===== config.mk =====
export PLATFORM = sky130hd
export DESIGN_NAME = rev_mult_arbiter
export DESIGN_NICKNAME = d
export VERILOG_FILES = /design/src/rtl/rev_mult_arbiter.sv
export SDC_FILE = /design/constraint.sdc
export NUM_CORES = 1
export LEC_CHECK = 0
export ABC_AREA = 1
export CAP_MARGIN = 10
export CORE_MARGIN = 4
export CORE_UTILIZATION = 48
export CTS_CLUSTER_DIAMETER = 60
export DETAILED_ROUTE_END_ITERATION = 8
export GPL_ROUTABILITY_DRIVEN = 0
export PLACE_DENSITY = 0.86
export SYNTH_ARGS = -nofsm -noshare
export SYNTH_HDL_FRONTEND = slang
export SYNTH_SLANG_ARGS = --single-unit
export TNS_END_PERCENT = 20

===== constraint.sdc =====
create_clock -name clk -period 3.54 [get_ports clk]
set_input_delay 0.708 -clock clk [delete_from_list [all_inputs] [get_ports clk]]
set_output_delay 0.708 -clock clk [all_outputs]
set_load 0.01 [all_outputs]

===== src/rtl/rev_mult_arbiter.sv =====
// ---------------------------------------------------------------------------
// rev_mult_arbiter
//
// Round-robin scheduler that time-shares a single reversible 4x4 multiplier
// core between NUM_REQ requesters. One operand pair is accepted at a time. It
// is driven into the core through registered core_a/core_b. After the core's
// settling latency the product and garbage lines are captured. They are
// returned with the owning requester's index.
//
// Ports:
//   clk        : clock
//   rst        : asynchronous reset, active-high
//   req_valid  : per-requester operand valid            [NUM_REQ]
//   req_a      : packed multiplicands, 4 bits each     [4*NUM_REQ]
//   req_b      : packed multipliers, 4 bits each       [4*NUM_REQ]
//   req_ready  : one-hot grant/accept (combinational in IDLE)
//   rsp_valid  : result valid
//   rsp_ready  : result consumer ready
//   rsp_id     : index of the requester that owns the result
//   rsp_p      : captured core product
//   rsp_g      : captured core garbage, kept for uncomputation
//   core_a     : registered operand a to the core
//   core_b     : registered operand b to the core
//   core_p     : core product
//   core_g     : core garbage
//   busy       : high whenever the FSM is not idle
// ---------------------------------------------------------------------------
module rev_mult_arbiter #(
  parameter int NUM_REQ  = 4,
  parameter int ID_W     = 2,
  parameter int MULT_LAT = 2
) (
  input  logic                 clk,
  input  logic                 rst,
  input  logic [NUM_REQ-1:0]   req_valid,
  input  logic [4*NUM_REQ-1:0] req_a,
  input  logic [4*NUM_REQ-1:0] req_b,
  output logic [NUM_REQ-1:0]   req_ready,
  output logic                 rsp_valid,
  input  logic                 rsp_ready,
  output logic [ID_W-1:0]      rsp_id,
  output logic [7:0]           rsp_p,
  output logic [7:0]           rsp_g,
  output logic [3:0]           core_a,
  output logic [3:0]           core_b,
  input  logic [7:0]           core_p,
  input  logic [7:0]           core_g,
  output logic                 busy
);

  typedef enum logic [1:0] {
    ST_IDLE = 2'd0,
    ST_WAIT = 2'd1,
    ST_RESP = 2'd2
  } state_t;

  state_t          state_q, state_d;
  logic [ID_W-1:0] rr_ptr_q, rr_ptr_d;
  logic [3:0]      cnt_q, cnt_d;
  logic [ID_W-1:0] id_q, id_d;
  logic [3:0]      core_a_q, core_a_d;
  logic [3:0]      core_b_q, core_b_d;
  logic            rsp_valid_q, rsp_valid_d;
  logic [ID_W-1:0] rsp_id_q, rsp_id_d;
  logic [7:0]      rsp_p_q, rsp_p_d;
  logic [7:0]      rsp_g_q, rsp_g_d;

  // Unpacked views of the packed operand buses.
  logic [3:0] a_arr [NUM_REQ];
  logic [3:0] b_arr [NUM_REQ];

  for (genvar gi = 0; gi < NUM_REQ; gi++) begin : g_unpack
    assign a_arr[gi] = req_a[4*gi +: 4];
    assign b_arr[gi] = req_b[4*gi +: 4];
  end

  // Round-robin pick: the first pass covers rr_ptr..NUM_REQ-1. The second
  // pass covers the wrapped part 0..rr_ptr-1. The first hit wins.
  logic            pick_found;
  logic [ID_W-1:0] pick_idx;
  logic [3:0]      a_sel;
  logic [3:0]      b_sel;

  always_comb begin
    pick_found = 1'b0;
    pick_idx   = '0;
    a_sel      = '0;
    b_sel      = '0;
    for (int j = 0; j < NUM_REQ; j++) begin
      if (!pick_found && req_valid[j] && (j >= int'(rr_ptr_q))) begin
        pick_found = 1'b1;
        pick_idx   = ID_W'(j);
        a_sel      = a_arr[j];
        b_sel      = b_arr[j];
      end
    end
    for (int j = 0; j < NUM_REQ; j++) begin
      if (!pick_found && req_valid[j] && (j < int'(rr_ptr_q))) begin
        pick_found = 1'b1;
        pick_idx   = ID_W'(j);
        a_sel      = a_arr[j];
        b_sel      = b_arr[j];
      end
    end
  end

  // The grant is only offered while idle. It is forced low during reset, even
  // though the state is already IDLE then.
  logic grant_en;
  assign grant_en = (state_q == ST_IDLE) && !rst && pick_found;

  for (genvar gi = 0; gi < NUM_REQ; gi++) begin : g_grant
    assign req_ready[gi] = grant_en && (pick_idx == ID_W'(gi));
  end

  always_comb begin
    state_d     = state_q;
    rr_ptr_d    = rr_ptr_q;
    cnt_d       = cnt_q;
    id_d        = id_q;
    core_a_d    = core_a_q;
    core_b_d    = core_b_q;
    rsp_valid_d = rsp_valid_q;
    rsp_id_d    = rsp_id_q;
    rsp_p_d     = rsp_p_q;
    rsp_g_d     = rsp_g_q;

    case (state_q)
      ST_IDLE: begin
        if (pick_found) begin
          core_a_d = a_sel;
          core_b_d = b_sel;
          id_d     = pick_idx;
          rr_ptr_d = (pick_idx == ID_W'(NUM_REQ - 1)) ? '0 : pick_idx + 1'b1;
          cnt_d    = 4'(MULT_LAT);
          state_d  = ST_WAIT;
        end
      end

      ST_WAIT: begin
        cnt_d = cnt_q - 4'd1;
        // The core has had MULT_LAT cycles with stable operands at this point,
        // so p/g are sampled on this edge.
        if (cnt_q == 4'd1) begin
          rsp_p_d     = core_p;
          rsp_g_d     = core_g;
          rsp_id_d    = id_q;
          rsp_valid_d = 1'b1;
          state_d     = ST_RESP;
        end
      end

      ST_RESP: begin
        // Returning to IDLE here is what keeps a new accept out of the
        // handshake cycle.
        if (rsp_ready) begin
          rsp_valid_d = 1'b0;
          state_d     = ST_IDLE;
        end
      end

      default: begin
        state_d = ST_IDLE;
      end
    endcase
  end

  always_ff @(posedge clk or posedge rst) begin
    if (rst) begin
      state_q     <= ST_IDLE;
      rr_ptr_q    <= '0;
      cnt_q       <= '0;
      id_q        <= '0;
      core_a_q    <= '0;
      core_b_q    <= '0;
      rsp_valid_q <= 1'b0;
      rsp_id_q    <= '0;
      rsp_p_q     <= '0;
      rsp_g_q     <= '0;
    end else begin
      state_q     <= state_d;
      rr_ptr_q    <= rr_ptr_d;
      cnt_q       <= cnt_d;
      id_q        <= id_d;
      core_a_q    <= core_a_d;
      core_b_q    <= core_b_d;
      rsp_valid_q <= rsp_valid_d;
      rsp_id_q    <= rsp_id_d;
      rsp_p_q     <= rsp_p_d;
      rsp_g_q     <= rsp_g_d;
    end
  end

  assign core_a    = core_a_q;
  assign core_b    = core_b_q;
  assign rsp_valid = rsp_valid_q;
  assign rsp_id    = rsp_id_q;
  assign rsp_p     = rsp_p_q;
  assign rsp_g     = rsp_g_q;
  assign busy      = (state_q != ST_IDLE);

endmodule


==> flow_summary.json <==
{
  "worstRegToRegCells": 3,
  "hold_path_class": "register to register",
  "cts_buffer_depth": 2,
  "synthMuxAreaShare_pct": 8.361,
  "path_clk_slew_ns": 0.08,
  "layout_min_cycle_time_ns": 3.370,
  "crit_arrival_ns": 2.66,
  "peakVddDrop_mv": 0.5984,
  "synthAdderAreaFrac_pct": 3.300,
  "yosysTopAreaCell": "dfrtp_1",
  "pin_count": 87,
  "num_rows": 24,
  "post-route-period-util_pct": 95.21,
  "vias_per_cell": 5.335,
  "met3WireLength_um": 362,
  "regArea_um2": 925.9,
  "ys_types": 26,
  "yosys-top-cells-count": "nor2_1 (50), nand2_1 (44), nand3_1 (44)",
  "cts_tree": "yes",
  "hold_viol": 0,
  "timing.fmax_mhz": 296.7,
  "globalRoute.totalOverflow": 0,
  "wl_met1_um": 2467,
  "yosys.area_share.simple_pct": 35.64,
  "grt_max_degree": 38,
  "async_reset_ff_share_pct": 100.0,
  "total_power_uw": 2522,
  "grt_pass1_vias": 2171,
  "r2r_start": "state_q[1]$_DFFE_PP0P_",
  "synth_xor_area_share_pct": 0.3850,
  "fp.dieW_um": 76.84,
  "synth_edf_count": 0,
  "core_um2": 4474,
  "worst_slew_pin_slew_ns": 0.9236,
  "path_class": "primary input to primary output",
  "worstSkewPairLatency_ns": 0.29,
  "reg2reg_setup_slack_ns": 1.35,
  "crit_end": "req_ready[2]",
  "synth_area_um2": 2275,
  "setup-violations-final": 0,
  "syn_nets": 349,
  "synth_compound_area_share_pct": 2.420,
  "crit_fanout": 10,
  "power_density_nw_per_um2": 748.9,
  "num_vias": 2310,
  "drt_iter0_markers": 228,
  "drc": 0,
  "grt_pass1_wl_um": 10340,
  "drive_gt1_share_pct": 12.60,
  "clock-sinks": 37,
  "die_h_um": 76.84,
  "grt_usage_pct": 21.35,
  "reg2reg_to": "rsp_g[7]$_DFFE_PP0P_",
  "avgSynthCellArea_um2": 7.898,
  "finalClockSkew_ns": 0.008704,
  "power.leakage_uw": 0.001623,
  "antenna_found_initial": 0,
  "ys_seq_elements": 37,
  "synth_top_family_by_area": "simple AND/OR/NAND/NOR gates",
  "outcome": "finished clean",
  "yosysMostFrequentCell": "nor2_1",
  "whs_path_depth": 2,
  "ys.warnings.count": 0,
  "synth_flop_cell": "dfrtp_1",
  "synth_seq_area_share_pct": 40.70,
  "ctsHoldBuffers": 0,
  "slew_headroom_pct": 38.25,
  "root_buffer": "clkbuf_8",
  "drtPass1Iterations": 6,
  "wire_per_inst_um": 14.48,
  "cp-startpoint": "req_valid[1]",
  "crit_path_end_kind": "primary output",
  "fin_hold_ws_ns": 0.4879,
  "syn_inst": 288,
  "grt_setup_unrepaired": "no",
  "start_util_pct": 50.84,
  "area_growth_pct": 48.02,
  "postRouteAntennaNets": 0,
  "cts_made_buffers": 5,
  "routed.top_layer": "met4",
  "synth_top_area_share_pct": 40.70,
  "wl_um": 6271,
  "dpl.hpwl_um": 4847,
  "cap_violations": 0,
  "htreeDepth": 2,
  "wl_met2_um": 3325,
  "startpoint_type": "primary input",
  "report.final.slew_viol_count": 0,
  "fin_nets": 441,
  "synth_area_leaders": "dfrtp_1 (41%), nand3_1 (9.7%), nor2_1 (8.3%), mux2_2 (7.9%), nand2_1 (7.3%)",
  "multi_input_area_um2": 1145,
  "diodes": 0,
  "required_ns": 2.83,
  "portBuffers": 86,
  "dieArea_um2": 5904,
  "fillers": 321
}
-- flip-flops by register name, summed over array words and instances, names as in the netlist --
signal,cells
cnt_q,4
core_a,4
core_b,4
id_q,2
rr_ptr_q,2
rsp_g,8
rsp_id,2
rsp_p,8
rsp_valid,1
state_q,2
-- worst min path at each step --
stage / from / end / slack (ns)
3_3_place_gp: rsp_valid$_DFFE_PP0P_ / rsp_valid$_DFFE_PP0P_ / 0.46
5_1_grt: rsp_id[1]$_DFFE_PP0P_ / rsp_id[1]$_DFFE_PP0P_ / 0.52
3_5_place_dp: rsp_id[1]$_DFFE_PP0P_ / rsp_id[1]$_DFFE_PP0P_ / 0.47
4_1_cts: rsp_id[1]$_DFFE_PP0P_ / rsp_id[1]$_DFFE_PP0P_ / 0.49
6_report: rsp_id[1]$_DFFE_PP0P_ / rsp_id[1]$_DFFE_PP0P_ / 0.49
2_1_floorplan: cnt_q[2]$_DFFE_PP0P_ / cnt_q[2]$_DFFE_PP0P_ / 0.47
-- metal layers --
layer	vias up	global-route usage, %
met3	14	3.864
met5	-	0
li1	1122	-
met4	0	5.797
met1	1082	26.02
met2	92	38.41
-- metrics by stage --
stage | worst slack [ns] | utilization [%] | cell area [µm²] | setup TNS, ns | std cells
6_report | 0.1695 | 75.25 | 3367 | 0 | 433
4_1_cts | 0.004954 | 74.89 | 3351 | 0 | 433
3_5_place_dp | -0.01511 | 71.73 | 3209 | -0.01556 | 424
5_1_grt | 0.03508 | 75.25 | 3367 | 0 | 433
3_3_place_gp | 0.09689 | 71.73 | 3209 | 0 | 424
2_1_floorplan | 0.7658 | - | 2275 | 0 | 288
-- logic make-up (layout without fill, tap and decap cells) --
| group | after synthesis | in the layout |
|---|---|---|
| simple gates | 167 | 167 |
| fa+ha+maj | 6 | 6 |
| mux | 17 | 17 |
| flops | 37 | 37 |
| compound gates | 10 | 10 |
| buf+inv | 50 | 143 |
| xor+xnor | 1 | 1 |
-- critical path: stages --
cell,delay [ns]
clkdlybuf4s50_1,0.47
nand2_1,0.08
buf_4,0.18
nand4_2,0.12
nand3b_1,0.18
inv_1,0.12
ha_1,0.14
inv_1,0.03
nor2_1,0.08
clkdlybuf4s50_1,0.54
-- area by class of cell --
| cell class | count | area share [%] |
|---|---|---|
| Tap cell | 52 | 1.932 |
| Multi-Input combinational cell | 201 | 34.00 |
| Timing Repair Buffer | 97 | 28.35 |
| Inverter | 38 | 4.236 |
| Sequential cell | 37 | 27.50 |
| Clock inverter | 3 | 1.932 |
| Clock buffer | 5 | 2.044 |
-- where the power goes --
group	switching [µW]	leakage (µW)	internal, µW
registers	126	0.000434	634
logic	666	0.00112	665
clock network	151	0.0000681	280
total	943	0.00162	1580
-- cells in the final DEF, fill, tap and decap left out --
cell / n
clkdlybuf4s50_1: 83
nor2_1: 50
nand2_1: 44
nand3_1: 43
inv_1: 37
dfrtp_1: 37
mux2_2: 16
nand4_1: 16
buf_4: 10
o21ai_0: 6
ha_1: 6
clkbuf_8: 5
nand2_2: 4
dlymetal6s2s_1: 3
nor2_4: 2
nand2_4: 2
o21a_1: 2
bufinv_16: 2
nor2_8: 1
nand4_2: 1
nand3_2: 1
nand4_4: 1
inv_2: 1
nor4_1: 1
xnor2_1: 1
mux2i_1: 1
a21oi_1: 1
nand3b_1: 1
o21ai_1: 1
clkinv_2: 1
buf_6: 1
-- repair_timing --
action                     in CTS  in global routing
setup endpoints to repair       3                  4
setup buffers                   1                  0
cloned                          0                  0
pin swaps                       1                  1
gates resized for setup         0                  5
Power figures use the tool's default switching activity.
